<file path="src/rtl/ata_pio_dualtiming_ctrl.sv">
// ATA PIO engine: compatible command-port timing plus per-device fast data-port timing,
// IORDY wait with timeout, PIOreq/PIOack host handshake, registered cable pins.
module ata_pio_dualtiming_ctrl #(
    parameter int TWIDTH   = 8,
    parameter int IORDY_TO = 256
) (
    input  logic              clk,
    input  logic              rst,
    output logic              irq,
    input  logic              IDEctrl_rst,
    input  logic              IDEctrl_IDEen,
    input  logic              IDEctrl_FATR0,
    input  logic              IDEctrl_FATR1,
    input  logic [TWIDTH-1:0] PIO_cmdport_T1,
    input  logic [TWIDTH-1:0] PIO_cmdport_T2,
    input  logic [TWIDTH-1:0] PIO_cmdport_T4,
    input  logic [TWIDTH-1:0] PIO_cmdport_Teoc,
    input  logic              PIO_cmdport_IORDYen,
    input  logic [TWIDTH-1:0] PIO_dport0_T1,
    input  logic [TWIDTH-1:0] PIO_dport0_T2,
    input  logic [TWIDTH-1:0] PIO_dport0_T4,
    input  logic [TWIDTH-1:0] PIO_dport0_Teoc,
    input  logic              PIO_dport0_IORDYen,
    input  logic [TWIDTH-1:0] PIO_dport1_T1,
    input  logic [TWIDTH-1:0] PIO_dport1_T2,
    input  logic [TWIDTH-1:0] PIO_dport1_T4,
    input  logic [TWIDTH-1:0] PIO_dport1_Teoc,
    input  logic              PIO_dport1_IORDYen,
    input  logic              PIOreq,
    output logic              PIOack,
    output logic              PIOerr,
    input  logic [3:0]        PIOa,
    input  logic [15:0]       PIOd,
    output logic [15:0]       PIOq,
    input  logic              PIOwe,
    output logic              dev_sel,
    output logic              RESETn,
    output logic [15:0]       DDo,
    output logic              DDoe,
    output logic [2:0]        DA,
    output logic              CS0n,
    output logic              CS1n,
    output logic              DIORn,
    output logic              DIOWn,
    input  logic [15:0]       DDi,
    input  logic              IORDY,
    input  logic              INTRQ
);
    localparam int WW = (IORDY_TO > 1) ? $clog2(IORDY_TO) : 1;

    typedef enum logic [2:0] {S_IDLE, S_T1, S_T2, S_WAIT, S_T4, S_TEOC} state_t;

    state_t            state_q, state_d;
    logic [TWIDTH-1:0] cnt_q, cnt_d, t2_q, t2_d, t4_q, t4_d, teoc_q, teoc_d;
    logic [WW-1:0]     wcnt_q, wcnt_d;
    logic              iordyen_q, iordyen_d, we_q, we_d, reg6_q, reg6_d, dbit_q, dbit_d;
    logic              resetn_q, resetn_d, ddoe_q, ddoe_d, cs0n_q, cs0n_d, cs1n_q, cs1n_d;
    logic              diorn_q, diorn_d, diown_q, diown_d, ack_q, ack_d, err_q, err_d;
    logic              dev_q, dev_d;
    logic [15:0]       ddo_q, ddo_d, pioq_q, pioq_d;
    logic [2:0]        da_q, da_d;
    logic              iordy_s1_q, siordy_q, intrq_s1_q, irq_q;
    logic              use_fast, sel_en, done, done_err;
    logic [TWIDTH-1:0] sel_t1, sel_t2, sel_t4, sel_teoc;

    // Fast timing only applies to the data port of the currently selected device.
    always_comb begin
        use_fast = (PIOa == 4'h0) && (dev_q ? IDEctrl_FATR1 : IDEctrl_FATR0);
        sel_t1   = PIO_cmdport_T1;
        sel_t2   = PIO_cmdport_T2;
        sel_t4   = PIO_cmdport_T4;
        sel_teoc = PIO_cmdport_Teoc;
        sel_en   = PIO_cmdport_IORDYen;
        if (use_fast && dev_q) begin
            sel_t1 = PIO_dport1_T1;  sel_t2 = PIO_dport1_T2;
            sel_t4 = PIO_dport1_T4;  sel_teoc = PIO_dport1_Teoc;
            sel_en = PIO_dport1_IORDYen;
        end else if (use_fast) begin
            sel_t1 = PIO_dport0_T1;  sel_t2 = PIO_dport0_T2;
            sel_t4 = PIO_dport0_T4;  sel_teoc = PIO_dport0_Teoc;
            sel_en = PIO_dport0_IORDYen;
        end
    end

    always_comb begin
        state_d = state_q;   cnt_d = cnt_q;     wcnt_d = wcnt_q;
        t2_d = t2_q;         t4_d = t4_q;       teoc_d = teoc_q;
        iordyen_d = iordyen_q; we_d = we_q;     reg6_d = reg6_q;  dbit_d = dbit_q;
        resetn_d = !IDEctrl_rst;
        ddo_d = ddo_q;       ddoe_d = ddoe_q;   da_d = da_q;
        cs0n_d = cs0n_q;     cs1n_d = cs1n_q;   diorn_d = diorn_q; diown_d = diown_q;
        ack_d = 1'b0;        err_d = 1'b0;      pioq_d = pioq_q;  dev_d = dev_q;
        done = 1'b0;         done_err = 1'b0;
        unique case (state_q)
            S_IDLE: begin
                if (PIOreq && !ack_q) begin
                    if (!IDEctrl_IDEen) begin
                        ack_d = 1'b1;
                    end else begin
                        state_d = S_T1;      cnt_d = sel_t1;
                        t2_d = sel_t2;       t4_d = sel_t4;
                        teoc_d = sel_teoc;   iordyen_d = sel_en;
                        we_d = PIOwe;        reg6_d = (PIOa == 4'h6);  dbit_d = PIOd[4];
                        da_d = PIOa[2:0];    cs0n_d = PIOa[3];  cs1n_d = !PIOa[3];
                        if (PIOwe) begin
                            ddo_d  = PIOd;
                            ddoe_d = 1'b1;
                        end
                    end
                end
            end
            S_T1: begin
                if (cnt_q == '0) begin
                    state_d = S_T2;
                    cnt_d   = t2_q;
                    if (we_q) diown_d = 1'b0;
                    else      diorn_d = 1'b0;
                end else begin
                    cnt_d = cnt_q - 1'b1;
                end
            end
            S_T2: begin
                if (cnt_q != '0) begin
                    cnt_d = cnt_q - 1'b1;
                end else if (iordyen_q && !siordy_q) begin
                    state_d = S_WAIT;
                    wcnt_d  = '0;
                end else begin
                    done = 1'b1;
                end
            end
            S_WAIT: begin
                if (siordy_q) begin
                    done = 1'b1;
                end else if ((IORDY_TO > 0) && (wcnt_q == WW'(IORDY_TO - 1))) begin
                    done     = 1'b1;
                    done_err = 1'b1;
                end else begin
                    wcnt_d = wcnt_q + 1'b1;
                end
            end
            S_T4: begin
                if (cnt_q == '0) begin
                    state_d = S_TEOC;  cnt_d = teoc_q;
                    cs0n_d = 1'b1;     cs1n_d = 1'b1;  ddoe_d = 1'b0;
                end else begin
                    cnt_d = cnt_q - 1'b1;
                end
            end
            S_TEOC: begin
                if (cnt_q == '0) state_d = S_IDLE;
                else             cnt_d = cnt_q - 1'b1;
            end
            default: state_d = S_IDLE;
        endcase
        // Strobe negation edge: completion, read capture and DEV tracking all happen here.
        if (done) begin
            state_d = S_T4;    cnt_d = t4_q;
            diorn_d = 1'b1;    diown_d = 1'b1;
            ack_d = 1'b1;      err_d = done_err;
            if (!we_q) pioq_d = DDi;
            if (we_q && reg6_q) dev_d = dbit_q;
        end
    end

    always_ff @(posedge clk) begin
        if (rst) begin
            state_q <= S_IDLE;  cnt_q <= '0;  wcnt_q <= '0;
            t2_q <= '0;  t4_q <= '0;  teoc_q <= '0;
            iordyen_q <= 1'b0;  we_q <= 1'b0;  reg6_q <= 1'b0;  dbit_q <= 1'b0;
            resetn_q <= 1'b0;  ddo_q <= '0;  ddoe_q <= 1'b0;  da_q <= '0;
            cs0n_q <= 1'b1;  cs1n_q <= 1'b1;  diorn_q <= 1'b1;  diown_q <= 1'b1;
            ack_q <= 1'b0;  err_q <= 1'b0;  pioq_q <= '0;  dev_q <= 1'b0;
            iordy_s1_q <= 1'b0;  siordy_q <= 1'b0;  intrq_s1_q <= 1'b0;  irq_q <= 1'b0;
        end else begin
            state_q <= state_d;  cnt_q <= cnt_d;  wcnt_q <= wcnt_d;
            t2_q <= t2_d;  t4_q <= t4_d;  teoc_q <= teoc_d;
            iordyen_q <= iordyen_d;  we_q <= we_d;  reg6_q <= reg6_d;  dbit_q <= dbit_d;
            resetn_q <= resetn_d;  ddo_q <= ddo_d;  ddoe_q <= ddoe_d;  da_q <= da_d;
            cs0n_q <= cs0n_d;  cs1n_q <= cs1n_d;  diorn_q <= diorn_d;  diown_q <= diown_d;
            ack_q <= ack_d;  err_q <= err_d;  pioq_q <= pioq_d;  dev_q <= dev_d;
            iordy_s1_q <= IORDY;  siordy_q <= iordy_s1_q;
            intrq_s1_q <= INTRQ;  irq_q <= intrq_s1_q;
        end
    end

    assign irq     = irq_q;
    assign PIOack  = ack_q;
    assign PIOerr  = err_q;
    assign PIOq    = pioq_q;
    assign dev_sel = dev_q;
    assign RESETn  = resetn_q;
    assign DDo     = ddo_q;
    assign DDoe    = ddoe_q;
    assign DA      = da_q;
    assign CS0n    = cs0n_q;
    assign CS1n    = cs1n_q;
    assign DIORn   = diorn_q;
    assign DIOWn   = diown_q;
endmodule

</file>
<file path="config.mk">
export PLATFORM = sky130hd
export DESIGN_NAME = ata_pio_dualtiming_ctrl
export DESIGN_NICKNAME = d
export VERILOG_FILES = /design/src/rtl/ata_pio_dualtiming_ctrl.sv
export SDC_FILE = /design/constraint.sdc
export NUM_CORES = 1
export LEC_CHECK = 0
export ABC_AREA = 1
export CAP_MARGIN = 0
export CORE_ASPECT_RATIO = 2
export CORE_MARGIN = 2
export CORE_UTILIZATION = 41
export CTS_BUF_LIST = sky130_fd_sc_hd__clkbuf_4
export DETAILED_ROUTE_END_ITERATION = 8
export HOLD_SLACK_MARGIN = 0.08
export PLACE_DENSITY = 0.79
export SYNTH_ARGS = -nofsm -noshare
export SYNTH_HDL_FRONTEND = slang
export SYNTH_SLANG_ARGS = --single-unit
</file>
<file path="constraint.sdc">
create_clock -name clk -period 1.8 [get_ports clk]
set_input_delay 0.36 -clock clk [delete_from_list [all_inputs] [get_ports clk]]
set_output_delay 0.36 -clock clk [all_outputs]
set_load 0.1 [all_outputs]
</file>
==> reports/qor_table.md, run 1 <==
| Result | Reported |
| --- | --- |
| Total routed wirelength | 16,530 um |
| Clock root buffer | clkbuf_4 |
| Most area-consuming cells after synthesis | dfxtp_1 (39%), nand2_1 (10%), nor2_1 (10%) |
| First-pass GRT wire length | 25,880 um |
| DRC errors left | 0 |
| Die Outline Area | 12,790 um^2 |
| Port-buffer cells | 189 |
| Area leader, netlist | dfxtp_1 |
| Endpoint kind of the worst setup timing path | flip-flop |
| Largest net degree at the start of global routing | 57 |
| Peak supply drop | 0.7195 mV |
| # nets final | 1,079 |
| Leakage dissipation | 3.388 nW |
| TritonCTS clock tree | done |
| Area post-placement | 7645 um^2 |
| Result of the run | completed |
| Initial antenna violation count | 1 |
| Largest driver fanout on the critical path | 8 |
| Fraction of layout cells with a size suffix above 1 | 17.41% |
| Number of synthesized flops with an enable pin | 0 |
| Cell area after layout | 7884 um^2 |
| # rows | 56 |
| Post-synthesis instance area | 4860 um^2 |
| Most frequently used cell type in the post-synthesis netlist | nand2_1 |
| Primary FF master, synth | dfxtp_1 |
| Path class of the lowest-slack min-delay path | primary input to flip-flop |
| X dimension of the die | 80.99 um |
| HPWL Detailed | 12,870 um |
| Final setup violating endpoints | 0 |
| Clock transition at path regs | 150 ps |
| Most frequent cells after synthesis | nand2_1 (135), nor2_1 (131), dfxtp_1 (95) |
| Post-synthesis sequential area ratio | 39.13% |
| RePlAce Congestion | 0.9745 |
| Clock tree buffer depth | 2 |
| First DRT Iteration DRCs | 382 |
| RSZ-0062 raised after global routing | no |
| Register bit count reported by yosys | 95 |
| Pwr/cell area | 1096 nW/um^2 |
| Number of buffers inserted during clock tree synthesis | 9 |
| Synthesized instance count | 717 |
| Number of routed nets with antenna violations | 0 |
| Kind of launch point of the worst setup path | flip-flop |
| Unique cell type count in the Yosys netlist | 43 |
| Total vias in the final route | 5,608 |
| Layout area overhead | 62.23% |
| Arrival time at the worst endpoint | 2140 ps |
| Number of H-tree branching levels | 3 |
| Length of the first detailed-routing pass in iterations | 5 |
| Yosys top cell area share | 39.13% |
| Min Tclk post-route | 1750 ps |
| Fin. max-slew vios | 0 |
| Total core area | 11,630 um^2 |
| Tot GR Track Use | 25.83% |
| Synthesized netlist net count | 865 |
| Skew final | 17.37 ps |
| Critical setup path kind | flip-flop to flip-flop |
| Starting density of the core | 41.78% |
| Max_cap viols | 0 |
| Fmax | 571.4 MHz |
| Yosys synthesis warning count | 0 |
| Async set-reset flop share out of synthesis | 0% |
| Total global routing overflow | 0 |
| Routed wire length per instance | 15.27 um |
| Count of endpoints failing hold in the final timing report | 0 |
| Measured slew at the worst slew-check pin | 371.4 ps |
| Req. time, crit path | 2190 ps |
| Via-to-Cell Ratio | 5.183 |
| Die height | 158.0 um |
| Share of the cycle needed by the critical path after routing | 97.23% |
| Number of global-route vias before repair | 5,446 |
| Mean Syn Cell Area | 6.778 um^2 |
| Number of clock sinks | 95 |
| Worst-skew pair later-pin latency | 460 ps |
| Number of ports placed on the die boundary | 190 |
| Post-layout util | 67.78% |
| Number of buffers added to fix hold violations after cts | 0 |
| Worst-case headroom to the max-slew limit | 75.24% |
[area by class of cell]
| type | count | area [um^2] |
|---|---|---|
| antenna | 1 | 2.502 |
| clock buffer | 9 | 67.56 |
| clock inverter | 7 | 95.09 |
| fill | 1045 | 3747 |
| inverter | 63 | 251.5 |
| multi-input combinational | 525 | 2581 |
| sequential | 95 | 1911 |
| tap | 145 | 181.4 |
| timing repair buffer | 237 | 2794 |
[kinds of logic after synthesis]
logic type,synth area share [%]
AOI/OAI and AO/OA,19.23
xor gates and xnor gates,1.262
adders and majority gates,0.7725
buffers and inverters,8.470
DFF,39.13
and+or+nand+nor,31.13
[per-stage QoR]
stage	hold slack [ps]	setup TNS, ps	std cells	power [mW]	setup WS (ps)
6_report	416.0	0	1082	8.645	49.80
5_1_grt	408.8	0	1082	9.123	0.7259
4_1_cts	403.4	0	1079	8.550	1.079
3_5_place_dp	408.7	-9245	1063	7.210	-332.5
3_3_place_gp	395.3	-8132	1063	7.170	-285.7
2_1_floorplan	388.3	0	717	5.526	13.21
[placed cells by master (no fill, tap or decap), types with 4 or more instances in the layout]
cell	synthesis	final
a21oi_1	49	47
a21oi_2	2	4
a31oi_1	26	26
buf_12	0	52
buf_4	3	40
clkbuf_4	0	9
clkdlybuf4s50_1	0	144
dfxtp_1	95	88
dfxtp_2	0	7
inv_1	50	49
inv_2	11	8
inv_4	0	4
nand2_1	135	134
nand2_2	6	7
nand3_1	39	39
nand4_1	8	8
nor2_1	131	127
nor2_2	3	5
nor2_4	3	5
nor3_1	5	5
o21ai_0	56	56
o21ai_1	24	24
xnor2_1	5	5
[state kept, by name, summed over array words and instances, names as in the netlist, 3 cells and up]
signal / cells
DDo: 16
PIOq: 16
cnt_q: 8
t2_q: 8
t4_q: 8
teoc_q: 8
wcnt_q: 8
DA: 3
state_q: 3
[power by group]
part / switching (mW) / internal [mW] / total, mW
Clock: 0.768 / 0.569 / 1.34
Combinational: 2.76 / 1.82 / 4.58
Sequential: 0.281 / 2.44 / 2.73
[critical path, cell delays in order, from the launching register on]
cell and delay [ps]:
dfxtp_2 380, inv_1 80, ha_1 190, nand2_2 100, nor2_4 70, nand2_4 70
inv_2 50, nor2_8 220, buf_12 160, nand2_8 70, clkinv_2 90, nand2_1 70
a21oi_2 120
[path summary, 6_finish.rpt]
kind                     from        to  slack (ps)  cells after the start
setup / recovery     cnt_q[1]  cnt_q[7]          50                     12
hold / removal    IDEctrl_rst    RESETn         420                      2
setup reg to reg     cnt_q[1]  cnt_q[7]          50                     12
hold reg to reg    intrq_s1_q       irq         420                      2
[timing repair]
item,CTS,global route
pin swaps,0,4
setup endpoints to repair,7,35
buffers inserted,0,2
resized for setup,1,23
[per-layer routing]
metal / GRT usage, % / part of all wire [%]
met3: 4.789 / 5.2
met5: 0 / 0
met4: 8.717 / 2.8
met1: 27.40 / 36
met2: 49.31 / 56
No activity file was read; power rests on OpenSTA's default activity.
==> run 2: changes to the inputs <==
- CORE_UTILIZATION: 41 -> 60
- DONT_BUFFER_PORTS: unset -> 1
- GPL_TIMING_DRIVEN: unset -> 0
==> reports/qor_table.md, run 2 (synthesis gave the netlist of run 1 again) <==
| Result | Reported | Delta |
| --- | --- | --- |
| Result of the run | finished, violations left |  |
| Violated checks | negative setup slack |  |
| Critical setup path kind | flip-flop to flip-flop |  |
| Total global routing overflow | 0 | unchanged |
| Largest net degree at the start of global routing | 17 | -70% |
| Number of H-tree branching levels | 3 | unchanged |
| # nets final | 960 | -11% |
| Number of ports placed on the die boundary | 190 | unchanged |
| Worst-case headroom to the max-slew limit | 37.38% | -38 points |
| Power spent charging and discharging nets | 3.886 mW | +1.9% |
| Die height | 131.3 um | -17% |
| Cell area after layout | 6260 um^2 | -21% |
| Min Tclk post-route | 1830 ps | +79.93 ps |
| Arrival time at the worst endpoint | 2190 ps | +50 ps |
| Length of the first detailed-routing pass in iterations | 5 | unchanged |
| Clock tree buffer depth | 2 | unchanged |
| Tot GR Track Use | 39.63% | +14 points |
| Fraction of layout cells with a size suffix above 1 | 20.59% | +3.2 points |
| Number of global-route vias before repair | 5,739 | +5.4% |
| Multi-input gate area in the final layout | 2684 um^2 | +4.0% |
| Total routed wirelength | 18,290 um | +11% |
| Final worst slack | -30.14 ps | -79.93 ps |
| Internal Pwr Total | 4.315 mW | -11% |
| Die Outline Area | 8879 um^2 | -31% |
| Max_cap viols | 0 | unchanged |
| Leakage dissipation | 2.721 nW | -20% |
| Path class of the lowest-slack min-delay path | primary input to flip-flop |  |
| Most common cell after layout, fill and taps aside | nand2_1 |  |
| First-pass GRT wire length | 26,760 um | +3.4% |
| Initial antenna violation count | 1 | unchanged |
| Area post-placement | 4982 um^2 | -35% |
| # rows | 46 | -18% |
| DRC errors left | 0 | unchanged |
| Area taken by flip-flops and latches | 1976 um^2 | +3.4% |
| Largest driver fanout on the critical path | 10 | +2 |
| Fmax | 546.4 MHz | -4.4% |
| Worst r2r src | PIOack |  |
| Pwr/cell area | 1310 nW/um^2 | +19% |
| Port-buffer cells | 0 | -100% |
| Req. time, crit path | 2160 ps | -30 ps |
| Number of clock sinks | 95 | unchanged |
| Relative contribution of sequential cells to total power | 43.9% | +12 points |
| Clock transition at path regs | 160 ps | about the same |
| Clock power share | 16.2% | +0.7 points |
| Fill count | 540 | -48% |
| Layout area overhead | 28.81% |  |
| Number of buffers inserted during clock tree synthesis | 9 | unchanged |
| Number of routed nets with antenna violations | 0 | unchanged |
| TritonCTS clock tree | done |  |
| Routed wire length per instance | 20.04 um | +31% |
| Worst-skew pair later-pin latency | 460 ps | about the same |
| Total power after layout | 8.201 mW | -5.1% |
| Total vias in the final route | 5,719 | +2.0% |
| Share of the cycle needed by the critical path after routing | 101.7% | +4.4 points |
| Count of endpoints failing hold in the final timing report | 0 | unchanged |
| RSZ-0062 raised after global routing | yes |  |
| Measured slew at the worst slew-check pin | 938.1 ps | +566.6 ps |
| Hold Path Depth | 2 | unchanged |
| Commonest cells after routing, fill and taps aside | nand2_1 (128), nor2_1 (122), dlygate4sd3_1 (76), o21ai_0 (53), dfxtp_2 (47) |  |
| Fin. max-slew vios | 0 | unchanged |
| Via-to-Cell Ratio | 6.264 | +21% |
| RePlAce Congestion | 0.9805 | +0.62% |
| X dimension of the die | 67.64 um | -16% |
| Endpoint kind of the worst setup timing path | flip-flop |  |
| Combinational power share | 39.9% | -13 points |
| Peak supply drop | 0.8173 mV | +14% |
| First DRT Iteration DRCs | 596 | +56% |
| Startpoint of the lowest-slack hold path | PIO_dport1_T2[4] |  |
| Skew final | 27.61 ps | +10.25 ps |
| Starting density of the core | 61.63% | +20 points |
| Worst R2R Setup Slack | -30 ps | -80 ps |
| Switching share of power | 47.39% | +3.3 points |
| Total core area | 7885 um^2 | -32% |
| WHS Endpoint | t2_q[4] |  |
| Path depth of the worst reg2reg path | 8 | -4 |
| Terminus of the critical flop-to-flop path | t2_q[6] |  |
| Clock root buffer | clkbuf_4 |  |
| HPWL Detailed | 11,140 um | -13% |
| Kind of launch point of the worst setup path | flip-flop |  |
| Final setup violating endpoints | 4 | +4 |
-- run 2: cell types whose count changed in the layout (fill, tap and decap cells not counted), sizes merged --
cell / previous run / this run
buf: 93 / 26
clkbuf: 9 / 25
clkdlybuf4s50: 144 / 0
clkinv: 3 / 4
clkinvlp: 2 / 0
dlygate4sd3: 0 / 76
-- run 2: metal layers --
| layer | track usage, % | vias up | wire [um] |
|---|---|---|---|
| met1 | 37.12 | 2557 | 5558 |
| met2 | 68.95 | 488 | 9418 |
| met5 | 0 | - | 0 |
| met3 | 9.760 | 128 | 1833 |
| li1 | - | 2546 | - |
| met4 | 30.16 | 0 | 1481 |
-- run 2: power groups by stage --
| stage | Clock, mW | Sequential (mW) | Combinational (mW) |
|---|---|---|---|
| 2_1_floorplan | 0 | 3.48 | 2.05 |
| 3_3_place_gp | 0 | 3.54 | 2.60 |
| 3_5_place_dp | 0 | 3.56 | 2.63 |
| 4_1_cts | 1.31 | 3.55 | 2.87 |
| 5_1_grt | 1.39 | 3.64 | 3.57 |
| 6_report | 1.33 | 3.60 | 3.27 |
-- run 2: layout make-up --
| type | instances | area share, % |
|---|---|---|
| multi-input combinational | 525 | 42.87 |
| sequential | 95 | 31.56 |
| timing repair buffer | 84 | 13.31 |
| inverter | 63 | 3.938 |
| buffer | 34 | 3.798 |
| tap | 96 | 1.919 |
| clock inverter | 6 | 1.479 |
| clock buffer | 9 | 1.079 |
| antenna | 1 | 0.03998 |
-- run 2: timing repair --
item	4_1_cts	5_1_grt
endpoints found under the setup margin	105	75
resized for setup	68	65
buffers inserted	2	6
endpoints found under the hold margin	57	3
pin swaps	4	8
hold buffers	72	4
-- run 2: how the worst max path moves through the flow --
stage / startpoint / end / slack [ps] / cells past startpoint
floorplan: dev_sel / t2_q[2] / 10 / 6
global route: PIOack / DDo[14] / -50 / 8
detailed placement: dev_sel / t2_q[2] / -430 / 6
global placement: dev_sel / t2_q[2] / -390 / 6
CTS: DDo[9] / DDo[9] / 1 / 0
finish: PIOack / t2_q[6] / -30 / 8
-- run 2: stage by stage --
stage / cells / util (%) / hold slack, ps / TNS (ps) / setup WS, ps
2_1_floorplan: 717 / - / 388.3 / 0 / 13.21
3_3_place_gp: 813 / 63.19 / 390.4 / -9397 / -392.6
3_5_place_dp: 813 / 63.19 / 409.8 / -11390 / -430.6
4_1_cts: 902 / 76.04 / 81.29 / 0 / 1.499
5_1_grt: 913 / 79.39 / 84.18 / -300.3 / -48.00
6_report: 913 / 79.39 / 86.74 / -83.90 / -30.14
-- run 2: critical path, stage by stage (launching register included) --
cell and delay [ps]:
dfxtp_4 480, nor2_4 150, inv_2 70, nor3_4 290, buf_6 180, inv_4 80
buf_6 160, a21oi_1 200, a31oi_1 120
